File: src/rtl/result_overlay_pkg.sv
// Shared types and default constants for the result overlay banner.
package result_overlay_pkg;

    localparam int DEF_N_SRC         = 3;
    localparam int DEF_RGB_W         = 24;
    localparam int DEF_BLINK_PERIOD  = 15;
    localparam int DEF_BLINK_TOGGLES = 6;

    typedef enum logic [1:0] {
        ST_IDLE   = 2'd0,
        ST_BLINK  = 2'd1,
        ST_STEADY = 2'd2
    } ovl_state_e;

    // Bits needed to count 0..n_vals-1, never less than one.
    function automatic int cnt_width(input int n_vals);
        return (n_vals > 1) ? $clog2(n_vals) : 1;
    endfunction

endpackage

File: src/rtl/frame_blink_timer.sv
// Frame-based blink timing: frame counter, toggle counter, phase and a
// done strobe on the frame that completes the final toggle.
module frame_blink_timer
    import result_overlay_pkg::*;
#(
    parameter int BLINK_PERIOD  = DEF_BLINK_PERIOD,
    parameter int BLINK_TOGGLES = DEF_BLINK_TOGGLES
) (
    input  logic clk,
    input  logic rst,
    input  logic clear_i,
    input  logic start_i,
    input  logic run_i,
    input  logic tick_i,
    output logic phase_o,
    output logic done_o
);

    localparam int FC_W = cnt_width(BLINK_PERIOD);
    localparam int TC_W = cnt_width(BLINK_TOGGLES + 1);
    localparam logic [FC_W-1:0] FC_LAST = FC_W'(BLINK_PERIOD - 1);
    localparam logic [TC_W-1:0] TC_LAST = TC_W'((BLINK_TOGGLES > 0) ? BLINK_TOGGLES - 1 : 0);

    logic [FC_W-1:0] frame_cnt_q;
    logic [FC_W-1:0] frame_cnt_d;
    logic [TC_W-1:0] toggle_cnt_q;
    logic [TC_W-1:0] toggle_cnt_d;
    logic            phase_q;
    logic            phase_d;
    logic            period_end_s;
    logic            done_s;

    // Next-state for counters and phase; clear beats start beats counting.
    always_comb begin
        period_end_s = run_i && tick_i && (frame_cnt_q == FC_LAST);
        done_s       = period_end_s && (BLINK_TOGGLES != 0) && (toggle_cnt_q == TC_LAST);
        frame_cnt_d  = frame_cnt_q;
        toggle_cnt_d = toggle_cnt_q;
        phase_d      = phase_q;
        if (clear_i) begin
            frame_cnt_d  = {FC_W{1'b0}};
            toggle_cnt_d = {TC_W{1'b0}};
            phase_d      = 1'b0;
        end else if (start_i) begin
            frame_cnt_d  = {FC_W{1'b0}};
            toggle_cnt_d = {TC_W{1'b0}};
            phase_d      = 1'b1;
        end else if (period_end_s) begin
            frame_cnt_d  = {FC_W{1'b0}};
            toggle_cnt_d = toggle_cnt_q + TC_W'(1);
            // The last toggle lands on steady display, so phase is forced on.
            phase_d      = done_s ? 1'b1 : ~phase_q;
        end else if (run_i && tick_i) begin
            frame_cnt_d  = frame_cnt_q + FC_W'(1);
        end else begin
            frame_cnt_d  = frame_cnt_q;
        end
    end

    // Timer state registers.
    always_ff @(posedge clk or posedge rst) begin
        if (rst) begin
            frame_cnt_q  <= {FC_W{1'b0}};
            toggle_cnt_q <= {TC_W{1'b0}};
            phase_q      <= 1'b0;
        end else begin
            frame_cnt_q  <= frame_cnt_d;
            toggle_cnt_q <= toggle_cnt_d;
            phase_q      <= phase_d;
        end
    end

    assign phase_o = phase_q;
    assign done_o  = done_s;

endmodule

File: src/rtl/result_overlay_mux.sv
// Game-result banner overlay: latches the winning/draw sprite source on a
// frame tick, blinks it for a number of frames, then holds it until cleared.
module result_overlay_mux
    import result_overlay_pkg::*;
#(
    parameter int N_SRC         = DEF_N_SRC,
    parameter int RGB_W         = DEF_RGB_W,
    parameter int BLINK_PERIOD  = DEF_BLINK_PERIOD,
    parameter int BLINK_TOGGLES = DEF_BLINK_TOGGLES
) (
    input  logic                      clk,
    input  logic                      rst,
    input  logic                      frame_tick,
    input  logic                      gano,
    input  logic                      empate,
    input  logic [$clog2(N_SRC)-1:0]  ganador,
    input  logic                      clear,
    input  logic [N_SRC-1:0]          src_visible,
    input  logic [N_SRC*RGB_W-1:0]    src_rgb,
    output logic                      visible,
    output logic [RGB_W-1:0]          rgb,
    output logic                      active
);

    localparam int GW = $clog2(N_SRC);

    ovl_state_e       state_q;
    ovl_state_e       state_d;
    logic [GW-1:0]    sel_q;
    logic [GW-1:0]    sel_d;
    logic             visible_q;
    logic             visible_d;
    logic [RGB_W-1:0] rgb_q;
    logic [RGB_W-1:0] rgb_d;

    logic             result_valid_s;
    logic [GW-1:0]    result_sel_s;
    logic             vis_sel_s;
    logic [RGB_W-1:0] rgb_sel_s;
    logic             phase_s;
    logic             done_s;
    logic             start_s;
    logic             run_s;

    // Decode the game inputs into a source index; a draw outranks a winner.
    always_comb begin
        if (empate) begin
            result_valid_s = 1'b1;
            result_sel_s   = GW'(N_SRC - 1);
        end else if (gano && (ganador != {GW{1'b0}}) && (ganador <= GW'(N_SRC - 1))) begin
            result_valid_s = 1'b1;
            result_sel_s   = ganador - GW'(1);
        end else begin
            result_valid_s = 1'b0;
            result_sel_s   = {GW{1'b0}};
        end
    end

    // One-hot AND-OR pick of the latched source's flag and colour.
    always_comb begin
        vis_sel_s = 1'b0;
        rgb_sel_s = {RGB_W{1'b0}};
        for (int i = 0; i < N_SRC; i++) begin
            vis_sel_s = vis_sel_s | ((sel_q == GW'(i)) & src_visible[i]);
            rgb_sel_s = rgb_sel_s | ({RGB_W{sel_q == GW'(i)}} & src_rgb[i*RGB_W +: RGB_W]);
        end
    end

    assign start_s = (state_q == ST_IDLE) && frame_tick && result_valid_s && !clear;
    assign run_s   = (state_q == ST_BLINK);

    frame_blink_timer #(
        .BLINK_PERIOD  (BLINK_PERIOD),
        .BLINK_TOGGLES (BLINK_TOGGLES)
    ) u_timer (
        .clk     (clk),
        .rst     (rst),
        .clear_i (clear),
        .start_i (start_s),
        .run_i   (run_s),
        .tick_i  (frame_tick),
        .phase_o (phase_s),
        .done_o  (done_s)
    );

    // Banner FSM next-state; the source index only changes when leaving IDLE.
    always_comb begin
        state_d = state_q;
        sel_d   = sel_q;
        if (clear) begin
            state_d = ST_IDLE;
        end else begin
            case (state_q)
                ST_IDLE: begin
                    if (start_s) begin
                        state_d = (BLINK_TOGGLES == 0) ? ST_STEADY : ST_BLINK;
                        sel_d   = result_sel_s;
                    end else begin
                        state_d = ST_IDLE;
                    end
                end
                ST_BLINK: begin
                    if (done_s) begin
                        state_d = ST_STEADY;
                    end else begin
                        state_d = ST_BLINK;
                    end
                end
                ST_STEADY: state_d = ST_STEADY;
                default:   state_d = ST_IDLE;
            endcase
        end
    end

    // Pixel output terms, registered one clock after the current state.
    always_comb begin
        visible_d = (state_q != ST_IDLE) && phase_s && vis_sel_s;
        rgb_d     = visible_d ? rgb_sel_s : {RGB_W{1'b0}};
    end

    // FSM and output registers.
    always_ff @(posedge clk or posedge rst) begin
        if (rst) begin
            state_q   <= ST_IDLE;
            sel_q     <= {GW{1'b0}};
            visible_q <= 1'b0;
            rgb_q     <= {RGB_W{1'b0}};
        end else begin
            state_q   <= state_d;
            sel_q     <= sel_d;
            visible_q <= visible_d;
            rgb_q     <= rgb_d;
        end
    end

    assign visible = visible_q;
    assign rgb     = rgb_q;
    assign active  = (state_q != ST_IDLE);

endmodule

File: config.mk
export PLATFORM = sky130hd
export DESIGN_NAME = result_overlay_mux
export DESIGN_NICKNAME = d
export VERILOG_FILES = /design/src/rtl/result_overlay_pkg.sv /design/src/rtl/frame_blink_timer.sv /design/src/rtl/result_overlay_mux.sv
export SDC_FILE = /design/constraint.sdc
export NUM_CORES = 1
export LEC_CHECK = 0
export CORE_AREA = 5 5 88 49
export CTS_CLUSTER_SIZE = 40
export DETAILED_ROUTE_END_ITERATION = 12
export DIE_AREA = 0 0 93 54
export DONT_BUFFER_PORTS = 1
export PLACE_DENSITY_LB_ADDON = 0.08
export SLEW_MARGIN = 20
export SYNTH_ARGS = -nofsm -noshare
export SYNTH_HDL_FRONTEND = slang
export SYNTH_SLANG_ARGS = --single-unit
export TNS_END_PERCENT = 1
File: constraint.sdc
create_clock -name clk -period 2.1 [get_ports clk]
set_clock_uncertainty 0.1 [all_clocks]
set_input_delay 0 -clock clk [delete_from_list [all_inputs] [get_ports clk]]
set_output_delay 0 -clock clk [all_outputs]
set_load 0.01 [all_outputs]
# Yosys cells after proc, flatten, opt, wreduce, memory -nomap -nowiden
# Cells that the tools add are included.
[totals]
reg_bits = 37
romBits = 0
out_inout_bits = 26
mem_count = 0
elab_cells = 67
ramBits = 0
latch_bits = 0
inputBits = 83
[op_classes]
magnitude_cmp = 1
bitwise = 12
n_mux = 20
n_addsub = 3
shift = 0
multipliers = 0
n_div = 0
reduce_logical = 18
n_eq_ne = 6
[op_table]
columns = ["cell", "count"]
rows = [
  ["$and 24x24->24", 3],
  ["$or 24x24->24", 2],
  ["$mux 24", 1],
  ["$mux 4", 4],
  ["$logic_and 1x1->1", 10],
  ["$mux 3", 3],
  ["$mux 2", 4],
  ["$mux 1", 7],
  ["$pmux 2 s3", 1],
  ["$add 4x1->4 const B", 1],
  ["$eq 2x1->1 const B", 2],
  ["$eq 2x2->1 const B", 2],
  ["$eq 4x4->1 const B", 1],
  ["$logic_not 2->1", 2],
  ["$reduce_bool 2->1", 2],
  ["$reduce_bool 4->1", 1],
  ["$add 3x1->3 const B", 1],
  ["$and 1x1->1", 3],
  ["$eq 3x3->1 const B", 1],
  ["$reduce_and 3->1", 1],
  ["$reduce_bool 3->1", 1],
  ["$le 2x2->1 const B", 1],
  ["$not 1->1", 2],
  ["$or 1x1->1", 2],
  ["other kinds (2)", 2],
]

# Logic depth before layout (Yosys ltp)
[logic_depth]
ltp_word = 10
ltp_mapped = 6

# By module
# A second synthesis with hierarchy kept.
[unflattened]
hier_cells = 194
hier_area_um2 = 2149.6
[modules_own_cells]
columns = ["mod", "cells_each", "n_inst", "area_each_um2"]
rows = [
  ["result_overlay_mux", 140, 1, 1674.1],
  ["frame_blink_timer", 54, 1, 475.5],
]

# Worst setup path after synthesis
# Ideal clock, no wire load.
[synth_timing]
kind = "flip-flop to flip-flop"
from = "register u_timer.frame_cnt_q[0]"
to = "register u_timer.toggle_cnt_q[2]"
path_buffers = 0
arrival_time_ps = 1467
path_stages_with_launch = 6
required_ps = 1913
setup_slack_ps = 446
setup_ps = 87
cell_sequence = "dfrtp_1 -> inv_1 -> ha_1 -> nand3_2 -> or4_4 -> a211oi_2"
[synth_via]
elab_chain_len = 3
[synth_lines]
columns = ["element", "line_no", "rtl"]
rows = [
  ["from (decl)", "frame_blink_timer.sv:24", "logic [FC_W-1:0] frame_cnt_q;"],
  ["from (signal assigned)", "frame_blink_timer.sv:63", "frame_cnt_q <= {FC_W{1'b0}};"],
  ["from (signal assigned)", "frame_blink_timer.sv:67", "frame_cnt_q <= frame_cnt_d;"],
  ["$eq 4x4->1", "frame_blink_timer.sv:35", "period_end_s = run_i && tick_i && (frame_cnt_q == FC_LAST);"],
  ["$logic_and 1x1->1", "frame_blink_timer.sv:35", ""],
  ["$reduce_bool 3->1 (no source line)", "n/a", ""],
  ["to (signal assigned)", "frame_blink_timer.sv:64", "toggle_cnt_q <= {TC_W{1'b0}};"],
  ["to (signal assigned)", "frame_blink_timer.sv:68", "toggle_cnt_q <= toggle_cnt_d;"],
  ["to (decl)", "frame_blink_timer.sv:26", "logic [TC_W-1:0] toggle_cnt_q;"],
]
# Every way passes these cells.
# A chain may end at the register's enable or synchronous reset.

# Worst setup path in the final report
[layout_timing]
from = "input ganador[1]"
to = "register u_timer.frame_cnt_q[2]"
[layout_via]
elab_chain_len = 9
word_cells_on_any_way = 11
[layout_lines]
columns = ["element", "line_no", "rtl"]
rows = [
  ["from (decl)", "result_overlay_mux.sv:16", "input logic [$clog2(N_SRC)-1:0] ganador,"],
  ["parallel branches: the longest is 2 deep, another holds $le 2x2->1", "n/a", ""],
  ["$logic_and 1x1->1 (*)", "result_overlay_mux.sv:50", "end else if (gano && (ganador != {GW{1'b0}}) && (ganador <= GW'(N_SRC - 1))) begin"],
  ["$mux 1 (*)", "result_overlay_mux.sv:50", ""],
  ["$mux 1 (*)", "result_overlay_mux.sv:47", "if (empate) begin"],
  ["$logic_and 1x1->1 (*) (2 in a row)", "result_overlay_mux.sv:69", "assign start_s = (state_q == ST_IDLE) && frame_tick && result_valid_s && !clear;"],
  ["$mux 4", "frame_blink_timer.sv:44", "end else if (start_i) begin"],
  ["$mux 4", "frame_blink_timer.sv:40", "if (clear_i) begin"],
]
# Every way passes the cells marked *.

==> results.sh <==
export IMPL_drc=0
export IMPL_clk_insertion_delay_late_ps=290
export IMPL_worst_pin_slew_ps=525.1
export IMPL_htree_levels=2
export IMPL_wl_per_cell_um=20.82
export IMPL_cp_arrival_ps=2090
export IMPL_yosysWarnings=0
export IMPL_rsz0062_at_grt="no"
export IMPL_fin_crit_ps=2043
export IMPL_postRouteAntennaNets=0
export IMPL_maxCapViolations=0
export IMPL_maxSlewHeadroom=0.6488
export IMPL_ir_drop_mv=0.4534
export IMPL_cpPeakStageDelay_ps=660
export IMPL_synth_area_leaders="dfrtp_1 44%, mux2i_1 12%, a2bb2oi_1 10%"
export IMPL_post_drt_via_cell_ratio=6.312
export IMPL_gr_total_overflow=0
export IMPL_syn_inst=196
export IMPL_grt_max_degree=38
export IMPL_drt_iter0_markers=83
export IMPL_fp_dieW_um=93
export IMPL_port_buffers=0
export IMPL_rows=16
export IMPL_final_cell_mix="55 x dlygate4sd3_1, 36 x dfrtp_1, 26 x mux2i_1"
export IMPL_fillerInstances=210
export IMPL_final_common_cell="dlygate4sd3_1"
export IMPL_seq_area_um2=927.1
export IMPL_violations="negative hold slack"
export IMPL_syn_nets=285
export IMPL_antenna_found_initial=0
export IMPL_met1_usage=0.3151
export IMPL_cts_sinks=37
export IMPL_multiInputGateArea_um2=1066
export IMPL_clk_pin_slew_worst_paths_ps=80
export IMPL_cts_tree="built"
export IMPL_hold_violations=1
export IMPL_synth_cell_types=42
export IMPL_async_flop_share=1.000
export IMPL_worstSetupPathType="input port to flip-flop"
export IMPL_setup_tns_ps=0
export IMPL_grt_pass1_vias=1911
export IMPL_synth_cell_area_um2=2105
export IMPL_drive_gt1_frac=0.1146
export IMPL_synth_top_area_frac=0.4400
export IMPL_path_max_fanout=8
export IMPL_areaGrowthSynthToFinish_pct=33.77
export IMPL_crit_required_ps=2150
export IMPL_critPathCaptureType="flip-flop"
export IMPL_num_antenna_cells=0
export IMPL_cp_start_kind="input port"
export IMPL_holdWs_ps=-0.2352
export IMPL_use_met2=0.4386
export IMPL_crit_top_cell="dlygate4sd3_1"
export IMPL_initial_utilization=0.5840
export IMPL_die_area_um2=5022
export IMPL_period_share=0.9728
export IMPL_drt_first_pass_iters=4
export IMPL_clockRootBuffer="clkbuf_8"
export IMPL_ys_ff_latch=37
export IMPL_path_buf_inv=3
export IMPL_synth_edf_count=0
export IMPL_status="finished with violations"
export IMPL_place_area_um2=2167
export IMPL_cts_buffers=5
export IMPL_finalNetCount=341
export IMPL_drv_slew=0
export IMPL_fmax_mhz=489.5
export IMPL_yosysSeqAreaShare=0.4400
export IMPL_vias=1881
export IMPL_cp_slowest_cell="dlygate4sd3_1"
export IMPL_ys_flop_type="dfrtp_1"
export IMPL_yosysTopAreaCell="dfrtp_1"
export IMPL_hold_class="input port to flip-flop"
export IMPL_syn_avg_cell_area_um2=10.74
export IMPL_ios=109
export IMPL_grt_pass1_wl_um=9729
export IMPL_busiest_layer="met2"
export IMPL_core_area_um2=3603
export IMPL_power_density_nw_per_um2=754.9
export IMPL_grtUsageMet3=0.08659
export IMPL_setup_viol=0
export IMPL_cp_top_family="buffers and inverters"
export IMPL_die_h_um=54
export IMPL_gp_congestion=0.8563
export IMPL_stdcell_area_um2=2815
export IMPL_dp_hpwl_um=3958
export IMPL_p_leak_nw=1.280
export IMPL_clock_path_buffers=2
export IMPL_path_cells="dlygate4sd3_1 > inv_1 > ha_1 > nor3b_4 > o211a_1 > dlygate4sd3_1 > a211oi_1"
export IMPL_drt_total_wl_um=6204
export IMPL_grt_total_usage=0.2579
## repair_timing
action                                  CTS  global route
endpoints found under the setup margin    0            23
endpoints found under the hold margin    73             1
resized for setup                         0             4
buffers inserted                          0             0
hold buffers                             54             1
## power by group
| part | leakage, nW | switching [mW] | internal (mW) |
|---|---|---|---|
| Sequential | 0.509 | 0.0369 | 0.736 |
| Clock | 0.0450 | 0.252 | 0.230 |
| Combinational | 0.726 | 0.361 | 0.509 |
## metrics by stage
stage | std cells | setup WS, ps | hold slack (ps) | utilization | total power, mW
2_1_floorplan | 196 | 445.9 | 57.07 | - | 1.284
3_3_place_gp | 235 | 393.1 | -78.58 | 0.6014 | 1.367
3_5_place_dp | 235 | 302.3 | -68.60 | 0.6014 | 1.384
4_1_cts | 297 | 19.36 | 0.9602 | 0.7743 | 2.094
5_1_grt | 298 | 2.857 | 23.20 | 0.7813 | 2.243
6_report | 298 | 57.02 | -0.2352 | 0.7813 | 2.125
## registers in the layout, indices dropped and copies added (netlist names)
signal                count
rgb                      24
sel_q                     2
state_q                   2
u_timer.frame_cnt_q       4
u_timer.phase_o           1
u_timer.toggle_cnt_q      3
visible                   1
## kinds of logic after synthesis
kind of cell    after synthesis  share of synthesized area
buf+inv                      27                    0.05767
compound gates               50                     0.1950
fa+ha+maj                     6                    0.03567
mux                          26                     0.1237
flops                        37                     0.4400
simple gates                 50                     0.1480
## cell type report
type | instances | area share
clock buffer | 6 | 0.02578
tap | 45 | 0.02000
multi-input combinational | 132 | 0.3787
clock inverter | 2 | 0.003556
sequential | 37 | 0.3293
inverter | 12 | 0.01600
timing repair buffer | 64 | 0.2267
## metal layers
layer	vias up	share of wire	wire length, um
li1	849	-	-
met1	929	0.42	2583
met2	95	0.48	2974
met3	8	0.091	565
met4	0	0.013	80
met5	-	0	0
## cell usage after synthesis (2+ instances only)
cell       number
buf_2           7
nand2_1         4
o22ai_1         3
a211oi_1        3
or3_1           2
o211ai_1        2
dfrtp_1        37
nor2_1          3
inv_1          12
clkbuf_1        5
a21oi_1         4
o21ai_0         3
nor2b_1         2
mux2i_1        26
buf_4           3
a2bb2oi_1      24
ha_1            6
o31ai_1         3
nor3_1         24
## worst register-to-register path: stages (launching register included)
cell           delay [ps]
dfrtp_2               460
buf_6                 210
mux2i_1               210
a2bb2oi_1             190
dlygate4sd3_1         590
nor3_1                 50
## path summary, 6_finish.rpt
kind / start / endpoint / slack [ps] / cells after the start
max in group asynchronous: rst / sel_q[0] / 1380 / 3
hold / removal: gano / sel_q[1] / -0.2 / 3
setup reg to reg: sel_q[0] / rgb[0] / 150 / 5
setup / recovery: ganador[1] / u_timer.frame_cnt_q[2] / 60 / 7
min in group asynchronous: rst / rgb[16] / 170 / 3
hold reg to reg: u_timer.frame_cnt_q[0] / u_timer.frame_cnt_q[0] / 450 / 1
(Power assumes the default switching activity.)
